==> src/rtl/lc3b_types.sv <==
// Shared LC-3b types: control word, register index, pipeline stage entry and
// saturating 16-bit event counter.
package lc3b_types;

    typedef logic [2:0]  lc3b_reg;
    typedef logic [15:0] lc3b_cnt16;

    typedef struct packed {
        logic [3:0] opcode;
        logic [2:0] aluop;
        logic       load_regfile;
        logic       mem_read;
        logic       mem_write;
        logic [1:0] pcmux_sel;
    } lc3b_control;

    typedef struct packed {
        logic        valid;
        lc3b_control ctrl;
        lc3b_reg     dest;
        logic        we;
        logic        is_load;
    } lc3b_stage_entry;

    function automatic lc3b_cnt16 sat_inc(input lc3b_cnt16 c);
        return (c == 16'hFFFF) ? c : c + 16'd1;
    endfunction

endpackage

==> src/rtl/lc3b_fwd_unit.sv <==
// Forwarding match for one source operand: youngest qualifying stage wins.
module lc3b_fwd_unit
    import lc3b_types::*;
#(
    parameter  int DEPTH = 4,
    localparam int SW    = $clog2(DEPTH)
) (
    input  lc3b_reg                src,
    input  logic                   use_src,
    input  logic [DEPTH-1:0]       cand_valid,
    input  logic [DEPTH-1:0][2:0]  cand_dest,
    output logic                   hit,
    output logic [SW-1:0]          stg
);

    logic [DEPTH-1:0] match;

    generate
        for (genvar gi = 0; gi < DEPTH; gi++) begin : g_match
            assign match[gi] = use_src & cand_valid[gi] & (cand_dest[gi] == src);
        end
    endgenerate

    // Scan oldest to youngest so the lowest matching index is left in stg.
    always_comb begin
        hit = |match;
        stg = '0;
        for (int k = DEPTH - 1; k >= 0; k--) begin
            if (match[k]) stg = SW'(k);
        end
    end

endmodule

==> src/rtl/lc3b_ctrl_pipe.sv <==
// Control-word pipeline after decode with load-use interlock, flush squash,
// register forwarding selection and saturating bubble/flush/retire counters.
module lc3b_ctrl_pipe
    import lc3b_types::*;
#(
    parameter  int DEPTH       = 4,
    parameter  int FLUSH_STAGE = 2,
    parameter  int CTRL_W      = $bits(lc3b_control),
    localparam int SW          = $clog2(DEPTH)
) (
    input  logic                        clk,
    input  logic                        reset_n,
    input  logic                        in_valid,
    input  logic [CTRL_W-1:0]           in_ctrl,
    input  logic [2:0]                  in_dest,
    input  logic                        in_we,
    input  logic                        in_is_load,
    input  logic [2:0]                  in_src1,
    input  logic [2:0]                  in_src2,
    input  logic [1:0]                  in_use,
    input  logic                        stall,
    input  logic                        flush,
    output logic                        in_ready,
    output logic [DEPTH-1:0]            stg_valid,
    output logic [DEPTH-1:0][CTRL_W-1:0] stg_ctrl,
    output logic [DEPTH-1:0][2:0]       stg_dest,
    output logic                        fwd1_hit,
    output logic                        fwd2_hit,
    output logic [SW-1:0]               fwd1_stg,
    output logic [SW-1:0]               fwd2_stg,
    output logic [15:0]                 bubble_cnt,
    output logic [15:0]                 flush_cnt,
    output logic [15:0]                 retire_cnt
);

    generate
        if (DEPTH < 2 || DEPTH > 8) begin : g_bad_depth
            $error("lc3b_ctrl_pipe: DEPTH must be 2..8");
        end
        if (FLUSH_STAGE < 1 || FLUSH_STAGE > DEPTH - 1) begin : g_bad_flush
            $error("lc3b_ctrl_pipe: FLUSH_STAGE must be 1..DEPTH-1");
        end
        if (CTRL_W != $bits(lc3b_control)) begin : g_bad_ctrl
            $error("lc3b_ctrl_pipe: CTRL_W must match lc3b_control");
        end
    endgenerate

    lc3b_stage_entry stage_reg [DEPTH];
    lc3b_stage_entry stage_src [DEPTH];
    lc3b_stage_entry in_entry;
    logic            hazard;
    logic [DEPTH-1:0] cand_valid;
    lc3b_cnt16       bubble_cnt_reg, flush_cnt_reg, retire_cnt_reg;

    // Only a load still in EX cannot forward; that case becomes an interlock.
    assign hazard = in_valid & stage_reg[0].valid & stage_reg[0].we & stage_reg[0].is_load &
                    ((in_use[0] & (stage_reg[0].dest == in_src1)) |
                     (in_use[1] & (stage_reg[0].dest == in_src2)));

    assign in_ready = ~stall & ~hazard & ~flush;

    always_comb begin
        in_entry = '0;
        if (in_valid && in_ready) begin
            in_entry.valid   = 1'b1;
            in_entry.ctrl    = lc3b_control'(in_ctrl);
            in_entry.dest    = in_dest;
            in_entry.we      = in_we;
            in_entry.is_load = in_is_load;
        end
    end

    generate
        for (genvar gi = 0; gi < DEPTH; gi++) begin : g_stage
            localparam bit SQUASH = (gi < FLUSH_STAGE);

            if (gi == 0) begin : g_head
                assign stage_src[gi]  = in_entry;
                assign cand_valid[gi] = stage_reg[gi].valid & stage_reg[gi].we & ~stage_reg[gi].is_load;
            end else begin : g_body
                assign stage_src[gi]  = stage_reg[gi-1];
                assign cand_valid[gi] = stage_reg[gi].valid & stage_reg[gi].we;
            end

            // Flush overrides stall on the youngest stages; older ones obey stall.
            always_ff @(posedge clk or negedge reset_n) begin
                if (!reset_n) begin
                    stage_reg[gi] <= '0;
                end else if (flush && SQUASH) begin
                    stage_reg[gi] <= '0;
                end else if (!stall) begin
                    stage_reg[gi] <= stage_src[gi];
                end
            end

            assign stg_valid[gi] = stage_reg[gi].valid;
            assign stg_ctrl[gi]  = CTRL_W'(stage_reg[gi].ctrl);
            assign stg_dest[gi]  = stage_reg[gi].dest;
        end
    endgenerate

    always_ff @(posedge clk or negedge reset_n) begin
        if (!reset_n) begin
            bubble_cnt_reg <= '0;
            flush_cnt_reg  <= '0;
            retire_cnt_reg <= '0;
        end else begin
            if (hazard && !stall)                        bubble_cnt_reg <= sat_inc(bubble_cnt_reg);
            if (flush)                                   flush_cnt_reg  <= sat_inc(flush_cnt_reg);
            if (!stall && stage_reg[DEPTH-1].valid)      retire_cnt_reg <= sat_inc(retire_cnt_reg);
        end
    end

    assign bubble_cnt = bubble_cnt_reg;
    assign flush_cnt  = flush_cnt_reg;
    assign retire_cnt = retire_cnt_reg;

    lc3b_fwd_unit #(.DEPTH(DEPTH)) u_fwd1 (
        .src        (in_src1),
        .use_src    (in_use[0]),
        .cand_valid (cand_valid),
        .cand_dest  (stg_dest),
        .hit        (fwd1_hit),
        .stg        (fwd1_stg)
    );

    lc3b_fwd_unit #(.DEPTH(DEPTH)) u_fwd2 (
        .src        (in_src2),
        .use_src    (in_use[1]),
        .cand_valid (cand_valid),
        .cand_dest  (stg_dest),
        .hit        (fwd2_hit),
        .stg        (fwd2_stg)
    );

endmodule

==> config.mk <==
export PLATFORM = sky130hd
export DESIGN_NAME = lc3b_ctrl_pipe
export DESIGN_NICKNAME = d
export VERILOG_FILES = /design/src/rtl/lc3b_types.sv /design/src/rtl/lc3b_fwd_unit.sv /design/src/rtl/lc3b_ctrl_pipe.sv
export SDC_FILE = /design/constraint.sdc
export NUM_CORES = 1
export LEC_CHECK = 0
export CORE_MARGIN = 4
export CORE_UTILIZATION = 45
export CTS_BUF_LIST = sky130_fd_sc_hd__clkbuf_4
export CTS_CLUSTER_SIZE = 16
export DETAILED_ROUTE_END_ITERATION = 10
export PLACE_DENSITY = 0.76
export SLEW_MARGIN = 30
export SYNTH_ARGS = -nofsm -noshare
export SYNTH_HDL_FRONTEND = slang
export SYNTH_HIERARCHICAL = 1
export SYNTH_SLANG_ARGS = --single-unit
==> constraint.sdc <==
create_clock -name clk -period 2.7 [get_ports clk]
set_input_delay 0.405 -clock clk [delete_from_list [all_inputs] [get_ports clk]]
set_output_delay 0.405 -clock clk [all_outputs]
set_load 0.01 [all_outputs]
==> flow_metrics.tcl <==
set metrics [dict create \
    port_buffers 148 \
    die_area_um2 14900 \
    slowest_stage "or4_4" \
    synth.net_count 538 \
    yosysSeqAreaShare 0.499 \
    worst_pin_slew_ns 0.846 \
    synth_top_area_frac 0.499 \
    path_buf_inv 2 \
    report.final.slew_viol_count 0 \
    cp.depth 6 \
    ant_nets 0 \
    syn_area_um2 5870 \
    globalplace.congestion 0.870 \
    io_pins 149 \
    post-route-min-period_ns 2.55 \
    ys_seq_elements 117 \
    rr_worst_depth 6 \
    post-synth-top-area-cell "dfrtp_1" \
    antenna_found_initial 0 \
    fin_skew_ns 0.0191 \
    fmax_mhz 392 \
    dp_hpwl_mm 9.99 \
    relSlewSlack 0.436 \
    synth_edf_count 0 \
    yosys_warnings 6 \
    start_kind "register" \
    most-common-layout-cells "139 x clkdlybuf4s50_1, 111 x dfrtp_1, 40 x xor2_1" \
    tritoncts "built" \
    clk_pin_slew_worst_paths_ns 0.11 \
    slowest_delay_ns 0.49 \
    setup_viol 0 \
    cp.arrival_ns 2.14 \
    cts_max_level 4 \
    grt_overflow_total 0 \
    largest_register_ffs 48 \
    core-area_um2 12700 \
    row_count 41 \
    final_net_count 664 \
    place_inst 776 \
    grt_max_degree 56 \
    drt-initial-drc-count 164 \
    critical_path_required_ns 2.30 \
    final_hold_viol_count 0 \
    final_core_util 0.603 \
    crit_fanout 2 \
    clock_sinks 117 \
    antenna_cells 0 \
    clkLatencyLatePin_ns 0.53 \
    initial_utilization 0.462 \
    critical_path_class "register to output pin" \
    area_growth_pct 30.7 \
    status "completed" \
    final_common_cell "clkdlybuf4s50_1" \
    powerDensity_nw_per_um2 515 \
    grt_pass1_vias 4411 \
    vdd_ir_drop_max_mv 0.362 \
    crit_chain "buf_4 > xor2_1 > or4_4 > nor2b_4 > nor3_2 > buf_2" \
    synth_cells 505 \
    yosys.cell_types.count 46 \
    drc_errors 0 \
    grt_first_pass_wirelength_mm 22.7 \
    p_leak_uw 0.00356 \
    drive_gt1_frac 0.217 \
    hold_path.class "primary input to async pin" \
    fin_cells 816 \
    fp.dieW_um 122 \
    viasPerCell 5.14 \
    avgSynthCellArea_um2 11.6 \
    drtPass1Iterations 4 \
    cts_buffer_depth 2 \
    routed_wl_mm 13.9 \
    die_h_um 122 \
    rsz0062_at_grt "no" \
    drv_cap 0 \
    period_share 0.944 \
    async_flop_share 1.00 \
    routedWlPerCell_um 17.0 \
    clockRootBuffer "clkbuf_4" \
    cts_buffers 17 \
    worstSetupEndpointType "output pin" \
    track_usage 0.197 \
    vias 4191 \
    yosys-top-cells-area "dfrtp_1 50%, buf_4 8.2%, mux2_2 7.1%" \
    ys.flop_type "dfrtp_1" \
    cpLargestDelayFamily "simple AND/OR/NAND/NOR gates" \
]
final timing paths:
| path | slack [ns] | to | startpoint |
|---|---|---|---|
| max | 0.15 | fwd1_stg[1] | stg_dest[8] |
| min | 0.39 | bubble_cnt[12] | reset_n |
| max reg2reg | 0.62 | bubble_cnt[7] | stg_dest[1] |
| min reg2reg | 0.50 | bubble_cnt[11] | bubble_cnt[11] |
| max in group asynchronous | 1.56 | stg_dest[2] | reset_n |
| min in group clk | 0.48 | stg_ctrl[6] | in_ctrl[6] |
final cells by class:
class                      count  area [um^2]
fill                        1071         5050
sequential                   117         2940
multi-input combinational    309         2470
timing repair buffer         182         1730
tap                          172          215
clock inverter                12          160
clock buffer                  20          150
inverter                       4         15.0
per-layer routing:
metal,part of all wire,GRT usage
met1,0.43,0.248
met2,0.49,0.315
met3,0.068,0.0710
met4,0.017,0.0665
met5,0,0
power breakdown:
part           internal, uW  switching (uW)  total (uW)  leakage [uW]
clock network           752             650        1400      0.000171
logic                   324             271         595       0.00180
registers              1840             115        1960       0.00158
worst reg2reg max path, delay by kind of cell (launching register included):
family                 cells  cell delay [ns]
flip-flops                 1             0.50
AND/OR/NAND/NOR            2             0.35
XOR/XNOR                   2             0.40
AO/OA/AOI/OAI              1             0.55
buffers and inverters      1             0.19
metrics by stage:
stage / TNS, ns / setup WS [ns] / hold WS, ns / total power (uW) / cell area (um^2)
final: 0 / 0.150 / 0.387 / 3960 / 7680
after global routing: 0 / 0.00128 / 0.381 / 4150 / 7680
after CTS: -0.00775 / -0.00775 / 0.365 / 4000 / 7660
after detailed placement: -0.316 / -0.102 / 0.430 / 2570 / 7230
after global placement: -0.275 / -0.110 / 0.421 / 2550 / 7230
after floorplan: 0 / 0.831 / 0.109 / 2240 / 5870
timing repair:
item	CTS	global route
gates resized for setup	25	6
hold buffers	1	0
setup endpoints to repair	7	7
hold endpoints to repair	38	0
pin swaps	0	1
buffers inserted	6	0
synth_stat cells, types with 2 or more instances:
master,number
a21oi_1,6
a2111oi_4,2
nor4_2,3
ha_1,3
buf_2,5
inv_1,4
o2111ai_1,2
dfrtp_1,117
a22o_1,17
nand4_4,2
nor4_1,4
nor2b_4,2
mux2i_1,17
clkbuf_1,3
nor2_1,36
xor2_1,40
buf_4,64
and3_1,6
nor2b_1,2
or3_1,2
o21ai_0,2
or4_4,2
and4_1,4
mux2_2,37
buf_1,2
nand4_1,13
nor3_2,2
nor3_1,9
and2_1,4
xnor2_1,30
a31oi_1,3
nand3_1,17
nand2_1,30
cell families (layout without fill, tap and decap cells):
kind of cell,Yosys count,count (layout),share of synthesized area
simple gates,145,145,0.141
buf+inv,79,218,0.0937
mux,55,55,0.102
flops,117,117,0.499
xor+xnor,70,70,0.104
compound gates,36,36,0.0539
fa+ha+maj,3,3,0.00639
Note: power is estimated with default switching activity, not from simulation.
